===== src/rtl/cordic_rot_pkg.sv =====
// Shared types and constants for the rotation-mode CORDIC (angle -> cos/sin).
// Latency: n/a (package only).
// Backpressure: n/a (package only).
package cordic_rot_pkg;

  localparam int ANGLEW  = 16;
  localparam int ANGFRAC = 7;

  // Signed degrees, Q9.7 (LSB = 1/128 degree).
  typedef logic signed [ANGLEW-1:0] angle_t;

  localparam angle_t DEG90 = angle_t'(90 << ANGFRAC);

  // Gain of the full micro-rotation chain is 1/CORDIC_K; the start vector is pre-scaled by it.
  localparam real CORDIC_K = 0.607253;

  // atan(2**-i) in degrees, Q9.7.
  localparam angle_t ATAN [0:13] = '{
    16'sd5760, 16'sd3400, 16'sd1797, 16'sd912, 16'sd458, 16'sd229, 16'sd115,
    16'sd57,   16'sd29,   16'sd14,   16'sd7,   16'sd4,   16'sd2,   16'sd1
  };

  typedef enum logic [1:0] {
    ST_IDLE  = 2'd0,
    ST_ITER  = 2'd1,
    ST_ROUND = 2'd2
  } state_t;

  // Table lookup that stays defined for counter values beyond the table depth.
  function automatic angle_t atan_lut(input logic [3:0] i);
    atan_lut = (i <= 4'd13) ? ATAN[i] : '0;
  endfunction

endpackage


===== src/rtl/cordic_rot_if.sv =====
// Request/result bundle between a CORDIC rotation client and the engine.
// Latency: n/a (wiring only).
// Backpressure: none; i_start is ignored by the engine while o_busy is high.
interface cordic_rot_if #(
  parameter int OUTW = 12
);
  import cordic_rot_pkg::*;

  logic                   i_start;
  angle_t                 i_angle;
  logic                   o_busy;
  logic                   o_valid;
  logic signed [OUTW-1:0] o_cos;
  logic signed [OUTW-1:0] o_sin;
`ifdef CORDIC_ROT_RESID_EN
  angle_t                 o_resid;

  modport master (output i_start, i_angle, input o_busy, o_valid, o_cos, o_sin, o_resid);
  modport slave  (input i_start, i_angle, output o_busy, o_valid, o_cos, o_sin, o_resid);
`else
  modport master (output i_start, i_angle, input o_busy, o_valid, o_cos, o_sin);
  modport slave  (input i_start, i_angle, output o_busy, o_valid, o_cos, o_sin);
`endif

endinterface


===== src/rtl/cordic_rot_step.sv =====
// One CORDIC micro-rotation: rotates (x,y) by -/+atan(2**-i) toward driving z to zero.
// Latency: combinational.
// Backpressure: none (pure function of its inputs).
module cordic_rot_step
  import cordic_rot_pkg::*;
#(
  parameter int W = 18
) (
  input  logic signed [W-1:0] i_x,
  input  logic signed [W-1:0] i_y,
  input  angle_t              i_z,
  input  logic [3:0]          i_iter,
  input  angle_t              i_atan,
  output logic signed [W-1:0] o_x,
  output logic signed [W-1:0] o_y,
  output angle_t              o_z
);

  logic signed [W-1:0] w_xs;
  logic signed [W-1:0] w_ys;

  // Both shifts use the pre-step values so x and y update simultaneously.
  assign w_xs = i_x >>> i_iter;
  assign w_ys = i_y >>> i_iter;

  // Rotate in the direction that reduces the remaining angle.
  always_comb begin
    o_x = i_x;
    o_y = i_y;
    o_z = i_z;
    if (!i_z[ANGLEW-1]) begin
      o_x = i_x - w_ys;
      o_y = i_y + w_xs;
      o_z = i_z - i_atan;
    end else begin
      o_x = i_x + w_ys;
      o_y = i_y - w_xs;
      o_z = i_z + i_atan;
    end
  end

endmodule


===== src/rtl/cordic_rot.sv =====
// Iterative rotation-mode CORDIC: angle (deg, Q9.7) -> cos/sin (Q2.OUTW-2); residual port with CORDIC_ROT_RESID_EN.
// Latency: start sampled at edge 0, o_valid pulses in the cycle after edge NUMITER+1.
// Backpressure: none; i_start is dropped while busy, accepted again in the o_valid cycle.
module cordic_rot
  import cordic_rot_pkg::*;
#(
  parameter int OUTW    = 12,
  parameter int GUARD   = 6,
  parameter int NUMITER = 14
) (
  input logic        i_clk,
  input logic        i_rst,
  cordic_rot_if.slave bus
);

  localparam int W      = OUTW + GUARD;
  localparam int K0_I   = $rtoi(CORDIC_K * (2.0 ** (OUTW - 2 + GUARD)) + 0.5);
  localparam int ONE_I  = 2 ** (OUTW - 2);
  localparam int HALF_I = 2 ** (GUARD - 1);

  localparam logic signed [W-1:0]    K0      = K0_I[W-1:0];
  localparam logic signed [W-1:0]    NK0     = -K0;
  localparam logic signed [W:0]      HALF    = HALF_I[W:0];
  localparam logic signed [W:0]      ONE_W   = ONE_I[W:0];
  localparam logic signed [W:0]      NONE_W  = -ONE_W;
  localparam logic signed [OUTW-1:0] ONE_O   = ONE_I[OUTW-1:0];
  localparam logic signed [OUTW-1:0] NONE_O  = -ONE_O;
  localparam angle_t                 NDEG90  = -DEG90;
  localparam logic [3:0]             LAST    = 4'(NUMITER - 1);

  state_t                 r_state;
  logic [3:0]             r_iter;
  logic signed [W-1:0]    r_x;
  logic signed [W-1:0]    r_y;
  angle_t                 r_z;
  logic                   r_busy;
  logic                   r_valid;
  logic signed [OUTW-1:0] r_cos;
  logic signed [OUTW-1:0] r_sin;
`ifdef CORDIC_ROT_RESID_EN
  angle_t                 r_resid;
`endif

  logic signed [W-1:0] w_x_nxt;
  logic signed [W-1:0] w_y_nxt;
  angle_t              w_z_nxt;

  // Drop the guard bits with round-half-up, then clamp to +/-1.0.
  function automatic logic signed [OUTW-1:0] rnd_sat(input logic signed [W-1:0] v);
    logic signed [W:0] t;
    t = ($signed({v[W-1], v}) + HALF) >>> GUARD;
    if (t > ONE_W)
      rnd_sat = ONE_O;
    else if (t < NONE_W)
      rnd_sat = NONE_O;
    else
      rnd_sat = t[OUTW-1:0];
  endfunction

  cordic_rot_step #(.W(W)) u_step (
    .i_x    (r_x),
    .i_y    (r_y),
    .i_z    (r_z),
    .i_iter (r_iter),
    .i_atan (atan_lut(r_iter)),
    .o_x    (w_x_nxt),
    .o_y    (w_y_nxt),
    .o_z    (w_z_nxt)
  );

  // Control FSM plus datapath registers; quadrant pre-rotation keeps z inside the convergence range.
  always_ff @(posedge i_clk) begin
    if (i_rst) begin
      r_state <= ST_IDLE;
      r_iter  <= '0;
      r_x     <= '0;
      r_y     <= '0;
      r_z     <= '0;
      r_busy  <= 1'b0;
      r_valid <= 1'b0;
      r_cos   <= '0;
      r_sin   <= '0;
`ifdef CORDIC_ROT_RESID_EN
      r_resid <= '0;
`endif
    end else begin
      r_valid <= 1'b0;
      case (r_state)
        ST_IDLE: begin
          if (bus.i_start) begin
            r_busy  <= 1'b1;
            r_iter  <= '0;
            r_state <= ST_ITER;
            if (bus.i_angle > DEG90) begin
              r_x <= '0;
              r_y <= K0;
              r_z <= bus.i_angle - DEG90;
            end else if (bus.i_angle < NDEG90) begin
              r_x <= '0;
              r_y <= NK0;
              r_z <= bus.i_angle + DEG90;
            end else begin
              r_x <= K0;
              r_y <= '0;
              r_z <= bus.i_angle;
            end
          end
        end
        ST_ITER: begin
          r_x    <= w_x_nxt;
          r_y    <= w_y_nxt;
          r_z    <= w_z_nxt;
          r_iter <= r_iter + 4'd1;
          if (r_iter == LAST)
            r_state <= ST_ROUND;
        end
        ST_ROUND: begin
          r_cos   <= rnd_sat(r_x);
          r_sin   <= rnd_sat(r_y);
`ifdef CORDIC_ROT_RESID_EN
          r_resid <= r_z;
`endif
          r_valid <= 1'b1;
          r_busy  <= 1'b0;
          r_state <= ST_IDLE;
        end
        default: r_state <= ST_IDLE;
      endcase
    end
  end

  assign bus.o_busy  = r_busy;
  assign bus.o_valid = r_valid;
  assign bus.o_cos   = r_cos;
  assign bus.o_sin   = r_sin;
`ifdef CORDIC_ROT_RESID_EN
  assign bus.o_resid = r_resid;
`endif

endmodule


===== src/flat_wrapper.sv =====
// flat-port wrapper written by rule: the top's interface ports become plain ports
module cordic_rot_flat import cordic_rot_pkg::*;
#(
  parameter int OUTW    = 12,
  parameter int GUARD   = 6,
  parameter int NUMITER = 14
)
  (i_clk, i_rst, bus_i_start, bus_i_angle, bus_o_busy, bus_o_valid, bus_o_cos, bus_o_sin);
  cordic_rot_if #(.OUTW(OUTW)) bus_i ();
  input logic i_clk;
  input logic i_rst;
  input wire logic [$bits(bus_i.i_start)-1:0] bus_i_start;
  input wire logic [$bits(bus_i.i_angle)-1:0] bus_i_angle;
  output wire logic [$bits(bus_i.o_busy)-1:0] bus_o_busy;
  output wire logic [$bits(bus_i.o_valid)-1:0] bus_o_valid;
  output wire logic [$bits(bus_i.o_cos)-1:0] bus_o_cos;
  output wire logic [$bits(bus_i.o_sin)-1:0] bus_o_sin;
  assign bus_i.i_start = bus_i_start;
  assign bus_i.i_angle = bus_i_angle;
  assign bus_o_busy = bus_i.o_busy;
  assign bus_o_valid = bus_i.o_valid;
  assign bus_o_cos = bus_i.o_cos;
  assign bus_o_sin = bus_i.o_sin;
  cordic_rot #(.OUTW(OUTW), .GUARD(GUARD), .NUMITER(NUMITER)) u_core (.i_clk(i_clk), .i_rst(i_rst), .bus(bus_i));
endmodule

===== config.mk =====
export PLATFORM = sky130hd
export DESIGN_NAME = cordic_rot_flat
export DESIGN_NICKNAME = d
export VERILOG_FILES = /design/src/rtl/cordic_rot_pkg.sv /design/src/rtl/cordic_rot_if.sv /design/src/rtl/cordic_rot_step.sv /design/src/rtl/cordic_rot.sv /design/src/flat_wrapper.sv
export SDC_FILE = /design/constraint.sdc
export NUM_CORES = 1
export LEC_CHECK = 0
export BUFFER_PORTS_ARGS = -buffer_cell sky130_fd_sc_hd__buf_2
export CORE_AREA = 5 5 151 153
export CTS_CLUSTER_DIAMETER = 150
export DETAILED_ROUTE_END_ITERATION = 6
export DIE_AREA = 0 0 156 158
export PLACE_DENSITY = 0.72
export SLEW_MARGIN = 20
export SYNTH_ARGS = -nofsm -noshare
export SYNTH_HDL_FRONTEND = slang
export SYNTH_HIERARCHICAL = 1
export SYNTH_SLANG_ARGS = --single-unit

===== constraint.sdc =====
create_clock -name i_clk -period 5.01 [get_ports i_clk]
set_clock_uncertainty 0.2 [all_clocks]
set_input_delay 0.7515 -clock i_clk [delete_from_list [all_inputs] [get_ports i_clk]]
set_output_delay 0.7515 -clock i_clk [all_outputs]
set_load 0.01 [all_outputs]

# Word level (Yosys, flattened, before mapping)
# Memory sizes are Yosys's and may differ from the RTL's.
# Index checks and enable logic that the tools add are counted.
# W data, S select, Z words.
[totals] reg_bits=84 output_inout_bits=26 ramBits=0 latchBits=0 rom_bits=256 wordCells=73 mem_count=1
[op_classes] n_div=0 n_lt_le_gt_ge=8 eq_ne=5 bitwise=1 n_mul=0 shifts=2 addsub=11 n_reduce_logical=6 muxes=30
[mem_list] name="(no name shown)" depth=16 word_bits=16 read_ports=1 rd_clocked_by_memory_dff=0 wr=0 line="cordic_rot_pkg.sv:31" source="atan_lut = (i <= 4'd13) ? ATAN[i] : '0;"
[ops] op="$mux W16" n=8
[ops] op="$mux W18" n=7
[ops] op="$pmux W18 S2" n=2
[ops] op="$mux W12" n=4
[ops] op="$add A18 B7 Y19 const B" n=2
[ops] op="$add A18 B18 Y18" n=2
[ops] op="$sshr A18 B4 Y18" n=2
[ops] op="$sub A18 B18 Y18" n=2
[ops] op="$pmux W16 S2" n=1
[ops] op="$gt A13 B12 Y1 const B" n=2
[ops] op="$lt A13 B11 Y1 const B" n=2
[ops] op="$add A16 B15 Y16 const B" n=1
[ops] op="$add A16 B16 Y16" n=1
[ops] op="$gt A16 B15 Y1 const B" n=1
[ops] op="$lt A16 B15 Y1 const B" n=1
[ops] op="$sub A16 B15 Y16 const B" n=1
[ops] op="$sub A16 B16 Y16" n=1
[ops] op="$pmux W4 S2" n=1
[ops] op="$reduce_and A2 Y1" n=3
[ops] op="$ge A5 B5 Y1 const B" n=1
[ops] op="$not A4 Y5" n=1
[ops] op="$add A4 B1 Y4 const B" n=1
[ops] op="$eq A4 B4 Y1 const B" n=1
[ops] op="$le A4 B4 Y1 const B" n=1
[ops] op="other kinds (11)" n=14

# Longest topological paths before layout
# Gate-level depths: netlist of the first run.
[depth] word_depth=8 ltp_mapped=25

# Modules after synthesis
# Netlist of the first run, hierarchy kept.
[modules_own_cells] module="cordic_rot_step" seq_area_each_um2=0.0 n_inst=1 cells_per_inst=628 area_each_um2=4892.2
[modules_own_cells] module="cordic_rot" seq_area_each_um2=1681.6 n_inst=1 cells_per_inst=536 area_each_um2=4564.4

# Worst setup path after synthesis of the first run
# Ideal clock, no wire load.
[synth_path] path_kind="reg-to-reg" startpoint="register u_core.r_iter[1]" endpoint="register u_core.r_y[17]" n_path_buf=2 required_ns=4.678 path_slack_ns=0.326 path_stages_with_launch=23 setup_time_ns=0.132 t_arrival_ns=4.352 synth_period_minus_slack_ns=4.684 cell_sequence="dfxtp_1 buf_6 buf_2 mux2_2 mux4_2 o21ai_0 ha_1 nor2b_1 nand3_1 nor3_1 nor2_1 xor2_1 ha_1 a21o_1 a21o_1 nand2_1 nand2_1 a211oi_1 nor2_1 a31oi_1 xnor2_1 a22oi_1 a21oi_1"
[synth_via] elab_chain_cells=4 word_cells_on_any_way=5
[synth_rtl] element="from (decl)" line="cordic_rot.sv:32" source="logic [3:0] r_iter;"
[synth_rtl] element="from (signal assigned)" line="cordic_rot.sv:113" source="r_iter <= r_iter + 4'd1;"
[synth_rtl] element="$sshr A18 B4 Y18 (*)" line="cordic_rot_step.sv:23" source="assign w_xs = i_x >>> i_iter;"
[synth_rtl] element="$add A18 B18 Y18 or $sub A18 B18 Y18 (tied branches)" line="cordic_rot_step.sv:33, cordic_rot_step.sv:37"
[synth_rtl] element="$mux W18 (*)" line="cordic_rot_step.sv:31" source="if (!i_z[ANGLEW-1]) begin"
[synth_rtl] element="named net u_core.w_y_nxt[17]" line="cordic_rot.sv:45" source="logic signed [W-1:0] w_y_nxt;"
[synth_rtl] element="$pmux W18 S2 (*)" line="cordic_rot.sv:88" source="case (r_state)"
[synth_rtl] element="to (signal assigned)" line="cordic_rot.sv:111" source="r_y <= w_y_nxt;"
[synth_rtl] element="to (decl)" line="cordic_rot.sv:34" source="logic signed [W-1:0] r_y;"
# The timed path passes the listed nets; every way through them passes the cells marked *.
# A chain may end at the register's enable or synchronous reset.

# Worst setup path after layout of the first run
# Ends and elaborated chain as after synthesis.

==> out/results.tsv, run 1 <==
stage	metric	value	unit
setup_path	Data arrival, critical path	4860	ps
finish	number of nets in the layout	1286	
timing	Hold Fails Final Rpt	0	
timing	setup violators final	0	
setup_path	startpoint of the worst-slack reg-to-reg timing path	u_core/r_iter[1]	
global_routing	largest net degree at the start of global routing	45	
clocking	quantity of hold-fixing buffers added after cts	0	
setup_path	critical-path maximum fanout	27	
finish	Antenna Cells	0	
logic_synthesis	count of synthesis-stage warnings from yosys	6	
setup_path	Register-to-Register Setup Slack	180	ps
logic_synthesis	most numerous cell in the Yosys netlist	sky130_fd_sc_hd__nor2_1	
logic_synthesis	proportion of register bits with asynchronous set or reset after synthesis	0	
timing	sum of negative setup slack	0	ps
clocking	maximum clock path buffer count	2	
die	die span in y	158	µm
global_routing	number of global-route vias before repair	8519	
setup_path	cell class contributing the biggest share of worst-path delay	simple AND/OR/NAND/NOR gates	
setup_path	path depth of the worst reg2reg path	19	
logic_synthesis	cell types occupying the most area after synthesis	sky130_fd_sc_hd__dfxtp_1 18%, sky130_fd_sc_hd__mux4_2 8.3%, sky130_fd_sc_hd__ha_1 8.2%	
route	DR WL met2	12.92	mm
run_status	result of the run	completed	
setup_path	Crit. End Element	flop	
power	total chip power	4794	µW
clocking	CTS tree	built	
finish	final cell area excluding filler cells	10570	µm²
route	Starting DRT DRC Count	926	
power	PD cells	453.4	nW/µm²
clocking	CTS Root Buffer Type	sky130_fd_sc_hd__clkbuf_16	
timing	Least-Margin Pin Slew	1030	ps
worst_hold_path	hold path start	u_core/bus.o_cos[5]	
clocking	later-pin clock latency in the skew report	360	ps
finish	fraction of final layout cells sized beyond drive strength 1	0.1756	
power	leakage power	0.004251	µW
global_routing	antenna violations before repair	0	
setup_path	Crit Path Class	flop to flop	
placed_design	detailed-placement wirelength estimate	20.11	mm
placed_design	final estimated routing congestion in global placement	0.9760	
route	post-detailed-routing wire length	27.68	mm
die	effective utilization at floorplan	0.4415	
global_routing	GRT Total Usage	0.2191	
setup_path	slowest library cell on the worst path	sky130_fd_sc_hd__mux4_2	
finish	post-route core utilization	0.4937	
run	max capacitance violation total	0	
logic_synthesis	register area share after synthesis	0.1778	
finish	register cell area after layout	1685	µm²
clocking	number of buffers added by the clock tree synthesis step	9	
placed_design	count of port buffers added during placement	44	
die	Core Rows	54	
power	Worst IR Drop VDD	198.9	µV
placed_design	area post-placement	10120	µm²
clocking	Num Clock Sinks	84	
logic_synthesis	Mapped Area	9457	µm²
timing	portion of the clock cycle consumed by the worst path in the final layout	0.9637	
timing	slew margin rel.	0.3120	
route	remaining number of nets flagged by the antenna check after routing	0	
route	via density per instance	6.178	
setup_path	number of buffer and inverter stages on the critical path	2	
logic_synthesis	count of state elements after synthesis	84	
route	Post-Route M1 WL	12.03	mm
die	number of top-level pins	45	
route	routed length on met3	2.241	mm
worst_hold_path	kind of path behind the tightest hold check	flop to flop	
setup_path	Reg2Reg Capture Point	u_core/r_y[17]	
setup_path	number of cells on the critical path	19	
logic_synthesis	fraction of synthesized cell area taken by the top area cell type	0.1778	
setup_path	CP Data Required Time	5040	ps
timing	Max Clock Freq	207.1	MHz
setup_path	crit-path max cell delay	530	ps
logic_synthesis	distinct cell type count after synthesis	86	
logic_synthesis	leading cell types by count after synthesis	125 x sky130_fd_sc_hd__nor2_1, 92 x sky130_fd_sc_hd__a21oi_1, 84 x sky130_fd_sc_hd__dfxtp_1	
finish	layout filler cell count	2004	
logic_synthesis	post-synthesis area per instance	8.124	µm²
die	area of the die	24650	µm²
global_routing	first-pass GRT wire length	44.25	mm
clocking	maximum level of the CTS H-tree	3	
setup_path	Cell Chain, Critical Path	buf_12, buf_12, mux4_2, mux2i_1, o21a_1, o21ai_1, or3_1, nor4_4, nor2_1, xnor2_1, ha_1, and3_1, and3_1, a211oi_1, nor2_1, a31oi_1, xnor2_1, a22oi_1, a21oi_1	
logic_synthesis	cell accounting for the most synthesized area	sky130_fd_sc_hd__dfxtp_1	
logic_synthesis	Synth Instances	1164	
route	total via count after detailed routing	9186	
logic_synthesis	EDFF count, synth	0	
route	routed length per instance	18.61	µm
die	Die X	156	µm
finish	Area Overhead vs Synth	11.82	%
clocking	register clock-pin slew on the reported worst setup and hold paths	70	ps
route	Detailed Routing Iterations Pass 1	5	
global_routing	total overflow reported by the global router	0	
worst_hold_path	Hold Path Depth	2	
logic_synthesis	commonest register cell after synthesis	sky130_fd_sc_hd__dfxtp_1	
timing	number of max-slew violations in the final report	0	
finish	area of the multi-input gates	7375	µm²
route	highest routed metal layer	met4	
setup_path	crit path launch type	flop	
timing	crit path time final	4828	ps
worst_hold_path	end of the worst hold path	u_core/bus.o_cos[5]	
timing	Min Hold Slack	249.3	ps
route	remaining design rule violation count	0	
die	total core area	21420	µm²
-- per-layer routing --
metal / track usage / up-vias
li1: - / 4399
met1: 0.2960 / 4317
met2: 0.3687 / 430
met3: 0.03636 / 40
met4: 0.04960 / 0
met5: 0 / -
-- power by group --
| part | internal, µW | switching, µW |
|---|---|---|
| sequential | 761 | 182 |
| clock | 452 | 294 |
| combinational | 1410 | 1700 |
| total | 2620 | 2180 |
-- flip-flops by register name (all words and copies together), names as in the netlist --
| name | count |
|---|---|
| u_core/r_iter | 4 |
| u_core/r_y | 18 |
| u_core/r_z | 16 |
| u_core/r_state | 2 |
| u_core/bus.o_sin | 12 |
| u_core/bus.o_cos | 12 |
| u_core/bus.o_valid | 1 |
| u_core/bus.o_busy | 1 |
| u_core/r_x | 18 |
-- per-stage QoR --
step	cells	setup WS (ps)
final	1487	182.0
after detailed placement	1467	176.8
after floorplan	1168	325.8
after global routing	1487	-79.49
after CTS	1483	160.7
after global placement	1467	249.4
-- worst reg2reg max path: stages (launching register included) --
cell and delay (ps):
sky130_fd_sc_hd__dfxtp_2 360, sky130_fd_sc_hd__buf_12 210, sky130_fd_sc_hd__buf_12 220, sky130_fd_sc_hd__mux4_2 530, sky130_fd_sc_hd__mux2i_1 220, sky130_fd_sc_hd__o21a_1 180
sky130_fd_sc_hd__o21ai_1 110, sky130_fd_sc_hd__or3_1 440, sky130_fd_sc_hd__nor4_4 220, sky130_fd_sc_hd__nor2_1 90, sky130_fd_sc_hd__xnor2_1 150, sky130_fd_sc_hd__ha_1 360
sky130_fd_sc_hd__and3_1 250, sky130_fd_sc_hd__and3_1 220, sky130_fd_sc_hd__a211oi_1 300, sky130_fd_sc_hd__nor2_1 120, sky130_fd_sc_hd__a31oi_1 220, sky130_fd_sc_hd__xnor2_1 90
sky130_fd_sc_hd__a22oi_1 150, sky130_fd_sc_hd__a21oi_1 80
-- logic make-up (layout without fill, tap and decap cells) --
kind of cell,count (synthesis),in the layout,synth area share
AO/OA/AOI/OAI,334,334,0.2472
XOR/XNOR,111,111,0.1028
adder cells (fa/ha/maj),65,65,0.08838
buffers and inverters,114,153,0.05306
flip-flops,84,84,0.1778
multiplexers,66,66,0.1212
other,1,5,0.0003965
AND/OR/NAND/NOR,389,389,0.2092
-- timing repair --
action                     in CTS  in global routing
setup endpoints to repair       0                 11
buffers inserted                0                  3
gates resized for setup         0                 18
hold endpoints to repair        0                  0
-- cells in the final DEF, fill, tap and decap left out, types with 16 or more instances in the layout --
cell,n
sky130_fd_sc_hd__a31oi_1,17
sky130_fd_sc_hd__nand3b_1,17
sky130_fd_sc_hd__a21o_1,17
sky130_fd_sc_hd__xor2_1,53
sky130_fd_sc_hd__buf_4,48
sky130_fd_sc_hd__a21oi_1,91
sky130_fd_sc_hd__buf_2,44
sky130_fd_sc_hd__xnor2_1,58
sky130_fd_sc_hd__a211oi_1,19
sky130_fd_sc_hd__dfxtp_1,81
sky130_fd_sc_hd__inv_1,38
sky130_fd_sc_hd__nor2b_1,19
sky130_fd_sc_hd__nand2_1,72
sky130_fd_sc_hd__nor2_1,124
sky130_fd_sc_hd__nand3_1,20
sky130_fd_sc_hd__o31ai_1,19
sky130_fd_sc_hd__mux4_2,35
sky130_fd_sc_hd__ha_1,61
sky130_fd_sc_hd__o21ai_0,38
sky130_fd_sc_hd__a22oi_1,16
sky130_fd_sc_hd__nor3_1,40
sky130_fd_sc_hd__and3_1,16
-- layout make-up --
class                   count  area share
repair buffers             97     0.06484
flip-flops and latches     84      0.1594
clock inverters             5    0.008046
inverters                  40     0.01420
well taps                 280     0.03313
clock buffers              11     0.02296
multi-input cells         970      0.6974
-- worst max path at each step --
stage,slack [ps],endpoint,from
after floorplan,330,u_core/r_y[17],u_core/r_iter[1]
after global placement,250,u_core/r_x[14],u_core/r_iter[1]
after detailed placement,180,u_core/r_x[14],u_core/r_iter[1]
after CTS,160,u_core/r_x[14],u_core/r_iter[1]
after global routing,-80,u_core/r_y[17],u_core/r_iter[1]
final,180,u_core/r_y[17],u_core/r_iter[1]
No activity file was read; power rests on OpenSTA's default activity.
==> inputs of run 2 (changes only) <==
Settings changed: BUFFER_PORTS_ARGS -buffer_cell sky130_fd_sc_hd__buf_2 to unset, DONT_BUFFER_PORTS set to 1, PLACE_DENSITY 0.72 to 0.71.
==> run 2 against run 1 <==
Against the previous run: final cell count shrank 1.7%; register-to-register slack gained 20 ps; clock power is essentially flat; die area is the same; sequential cell count is the same; total power grew 0.53%; setup slack gained 16 ps; non-clock buffer count shrank 25; highest routed layer unchanged; via count shrank 0.53%; critical endpoint is now u_core/r_x[17]; first-iteration DRC count shrank 0.54%.
==> out/results.tsv, run 2 (synthesis gave the netlist of run 1 again) <==
stage	metric	value	unit	change
die	number of top-level pins	45		unchanged
die	Die X	156	µm	unchanged
timing	setup violators final	0		unchanged
global_routing	number of global-route vias before repair	8640		+1.4%
finish	leading cell type in the layout, fill and taps excluded	sky130_fd_sc_hd__nor2_1		
route	total via count after detailed routing	9137		-0.53%
route	Detailed Routing Iterations Pass 1	6		+1
power	Worst IR Drop VDD	194.8	µV	-2.1%
setup_path	Register-to-Register Setup Slack	200	ps	+20 ps
global_routing	GRT Total Usage	0.2199		+0.0008058
worst_hold_path	Hold Path Depth	1		-1
setup_path	startpoint of the worst-slack reg-to-reg timing path	u_core/r_iter[1]		
worst_hold_path	kind of path behind the tightest hold check	primary input to flop		
clocking	Num Clock Sinks	84		unchanged
clocking	maximum clock path buffer count	2		unchanged
setup_path	Data arrival, critical path	4860	ps	about the same
finish	post-route core utilization	0.4897		-0.004031
finish	fraction of final layout cells sized beyond drive strength 1	0.1574		-0.01828
timing	Max Clock Freq	207.8	MHz	+0.32%
setup_path	number of buffer and inverter stages on the critical path	3		+1
timing	Min Hold Slack	268.2	ps	+18.89 ps
route	post-detailed-routing wire length	28.13	mm	+1.7%
power	PD cells	459.6	nW/µm²	+1.4%
placed_design	count of port buffers added during placement	0		-100%
placed_design	final estimated routing congestion in global placement	0.9863		+1.1%
setup_path	Crit. End Element	flop		
die	effective utilization at floorplan	0.4415		unchanged
route	Starting DRT DRC Count	921		-0.54%
finish	Antenna Cells	0		unchanged
route	Post-Route M1 WL	11.91	mm	-0.96%
global_routing	total overflow reported by the global router	0		unchanged
die	Core Rows	54		unchanged
worst_hold_path	hold path start	i_rst		
setup_path	cell class contributing the biggest share of worst-path delay	compound AO/OA/AOI/OAI gates		
placed_design	detailed-placement wirelength estimate	20.43	mm	+1.6%
clocking	number of buffers added by the clock tree synthesis step	9		unchanged
run_status	result of the run	completed		
setup_path	critical-path maximum fanout	11		-59%
route	via density per instance	6.250		+1.2%
finish	Area Overhead vs Synth	10.90	%	
timing	Hold Fails Final Rpt	0		unchanged
power	leakage power	0.004134	µW	-2.7%
timing	portion of the clock cycle consumed by the worst path in the final layout	0.9606		-0.003116
run	max capacitance violation total	0		unchanged
setup_path	crit path launch type	flop		
timing	Least-Margin Pin Slew	1137	ps	+106.7 ps
setup_path	Cell Chain, Critical Path	buf_2, buf_4, clkbuf_16, mux4_2, mux4_2, nor4b_2, and4_4, nor2_1, xnor2_1, ha_1, a21oi_1, o21ai_0, o21a_1, a41oi_1, o21ai_0, xnor2_1, a22o_1		
clocking	maximum level of the CTS H-tree	3		unchanged
setup_path	Reg2Reg Capture Point	u_core/r_x[17]		
power	total chip power	4820	µW	+0.53%
placed_design	area post-placement	9952	µm²	-1.6%
setup_path	path depth of the worst reg2reg path	17		-2
die	area of the die	24650	µm²	unchanged
route	remaining design rule violation count	0		unchanged
setup_path	crit-path max cell delay	560	ps	+30 ps
route	DR WL met2	13.08	mm	+1.2%
finish	Top Registers	u_core/r_x x18, u_core/r_y x18, u_core/r_z x16		
clocking	CTS tree	built		
clocking	quantity of hold-fixing buffers added after cts	0		unchanged
placed_design	Placement Setup Slack	51.37	ps	-125.4 ps
global_routing	first-pass GRT wire length	44.35	mm	+0.22%
setup_path	Crit Path Class	flop to flop		
global_routing	antenna violations before repair	0		unchanged
clocking	later-pin clock latency in the skew report	350	ps	about the same
timing	smallest setup slack after layout	197.6	ps	+15.61 ps
finish	final cell area excluding filler cells	10490	µm²	-0.82%
route	routed length on met3	2.340	mm	+4.4%
timing	crit path time final	4812	ps	-15.61 ps
timing	number of max-slew violations in the final report	0		unchanged
finish	top library cells by usage in the layout, fill and taps aside	124 x sky130_fd_sc_hd__nor2_1, 91 x sky130_fd_sc_hd__a21oi_1, 81 x sky130_fd_sc_hd__dfxtp_1		
global_routing	largest net degree at the start of global routing	68		+51%
clocking	CTS Root Buffer Type	sky130_fd_sc_hd__clkbuf_16		
route	remaining number of nets flagged by the antenna check after routing	0		unchanged
finish	number of nets in the layout	1261		-1.9%
die	total core area	21420	µm²	unchanged
route	routed length per instance	19.24	µm	+3.4%
clocking	register clock-pin slew on the reported worst setup and hold paths	70	ps	about the same
timing	slew margin rel.	0.2407		-0.07127
setup_path	slowest library cell on the worst path	sky130_fd_sc_hd__mux4_2		
route	highest routed metal layer	met4		
setup_path	CP Data Required Time	5050	ps	about the same
worst_hold_path	end of the worst hold path	u_core/bus.o_busy		
die	die span in y	158	µm	unchanged
[run 2: changes by cell type in the layout (fill, tap and decap cells not counted), sizes merged]
cell,delta
clkinv,-2
inv,+1
clkinvlp,+1
buf,-26
clkbuf,+1
[run 2: worst register-to-register path: stages (launching register included)]
cell,delay (ps)
sky130_fd_sc_hd__dfxtp_4,400
sky130_fd_sc_hd__buf_2,210
sky130_fd_sc_hd__buf_4,160
sky130_fd_sc_hd__clkbuf_16,160
sky130_fd_sc_hd__mux4_2,360
sky130_fd_sc_hd__mux4_2,560
sky130_fd_sc_hd__nor4b_2,350
sky130_fd_sc_hd__and4_4,310
sky130_fd_sc_hd__nor2_1,60
sky130_fd_sc_hd__xnor2_1,240
sky130_fd_sc_hd__ha_1,320
sky130_fd_sc_hd__a21oi_1,240
sky130_fd_sc_hd__o21ai_0,150
sky130_fd_sc_hd__o21a_1,150
sky130_fd_sc_hd__a41oi_1,300
sky130_fd_sc_hd__o21ai_0,180
sky130_fd_sc_hd__xnor2_1,160
sky130_fd_sc_hd__a22o_1,210
[run 2: report_power, final]
part	total [µW]	internal, µW	switching (µW)
sequential	925	761	164
combinational	3150	1430	1710
clock	747	453	294
[run 2: layout make-up]
class                           instances  area (µm²)
Timing Repair Buffer                   72       610.6
Tap cell                              280       350.3
Multi-Input combinational cell        970        7360
Sequential cell                        84        1690
Clock inverter                          5       83.83
Clock buffer                           11       242.7
Fill cell                            2086       10930
Inverter                               40       150.1
[run 2: per-stage QoR]
stage	TNS (ps)	instances
after global routing	-69.48	1462
final	0	1462
after floorplan	0	1168
after CTS	0	1448
after global placement	0	1432
after detailed placement	0	1432
[run 2: how the worst max path moves through the flow]
stage / startpoint / end / cells after the start
6_report: u_core/r_iter[1] / u_core/r_x[17] / 17
5_1_grt: u_core/r_iter[1] / u_core/r_x[14] / 18
4_1_cts: u_core/r_iter[1] / u_core/r_x[14] / 16
3_5_place_dp: u_core/r_iter[1] / u_core/r_x[14] / 16
3_3_place_gp: u_core/r_iter[1] / u_core/r_x[17] / 16
2_1_floorplan: u_core/r_iter[1] / u_core/r_y[17] / 22
[run 2: per-layer routing]
| metal | up-vias | global-route usage |
|---|---|---|
| li1 | 4343 | - |
| met1 | 4328 | 0.2821 |
| met2 | 402 | 0.3681 |
| met3 | 64 | 0.04866 |
| met4 | 0 | 0.07253 |
| met5 | - | 0 |
[run 2: repair_timing]
action	4_1_cts	5_1_grt
gates resized for setup	0	21
hold endpoints to repair	0	0
endpoints found under the setup margin	0	20
setup buffers	0	12
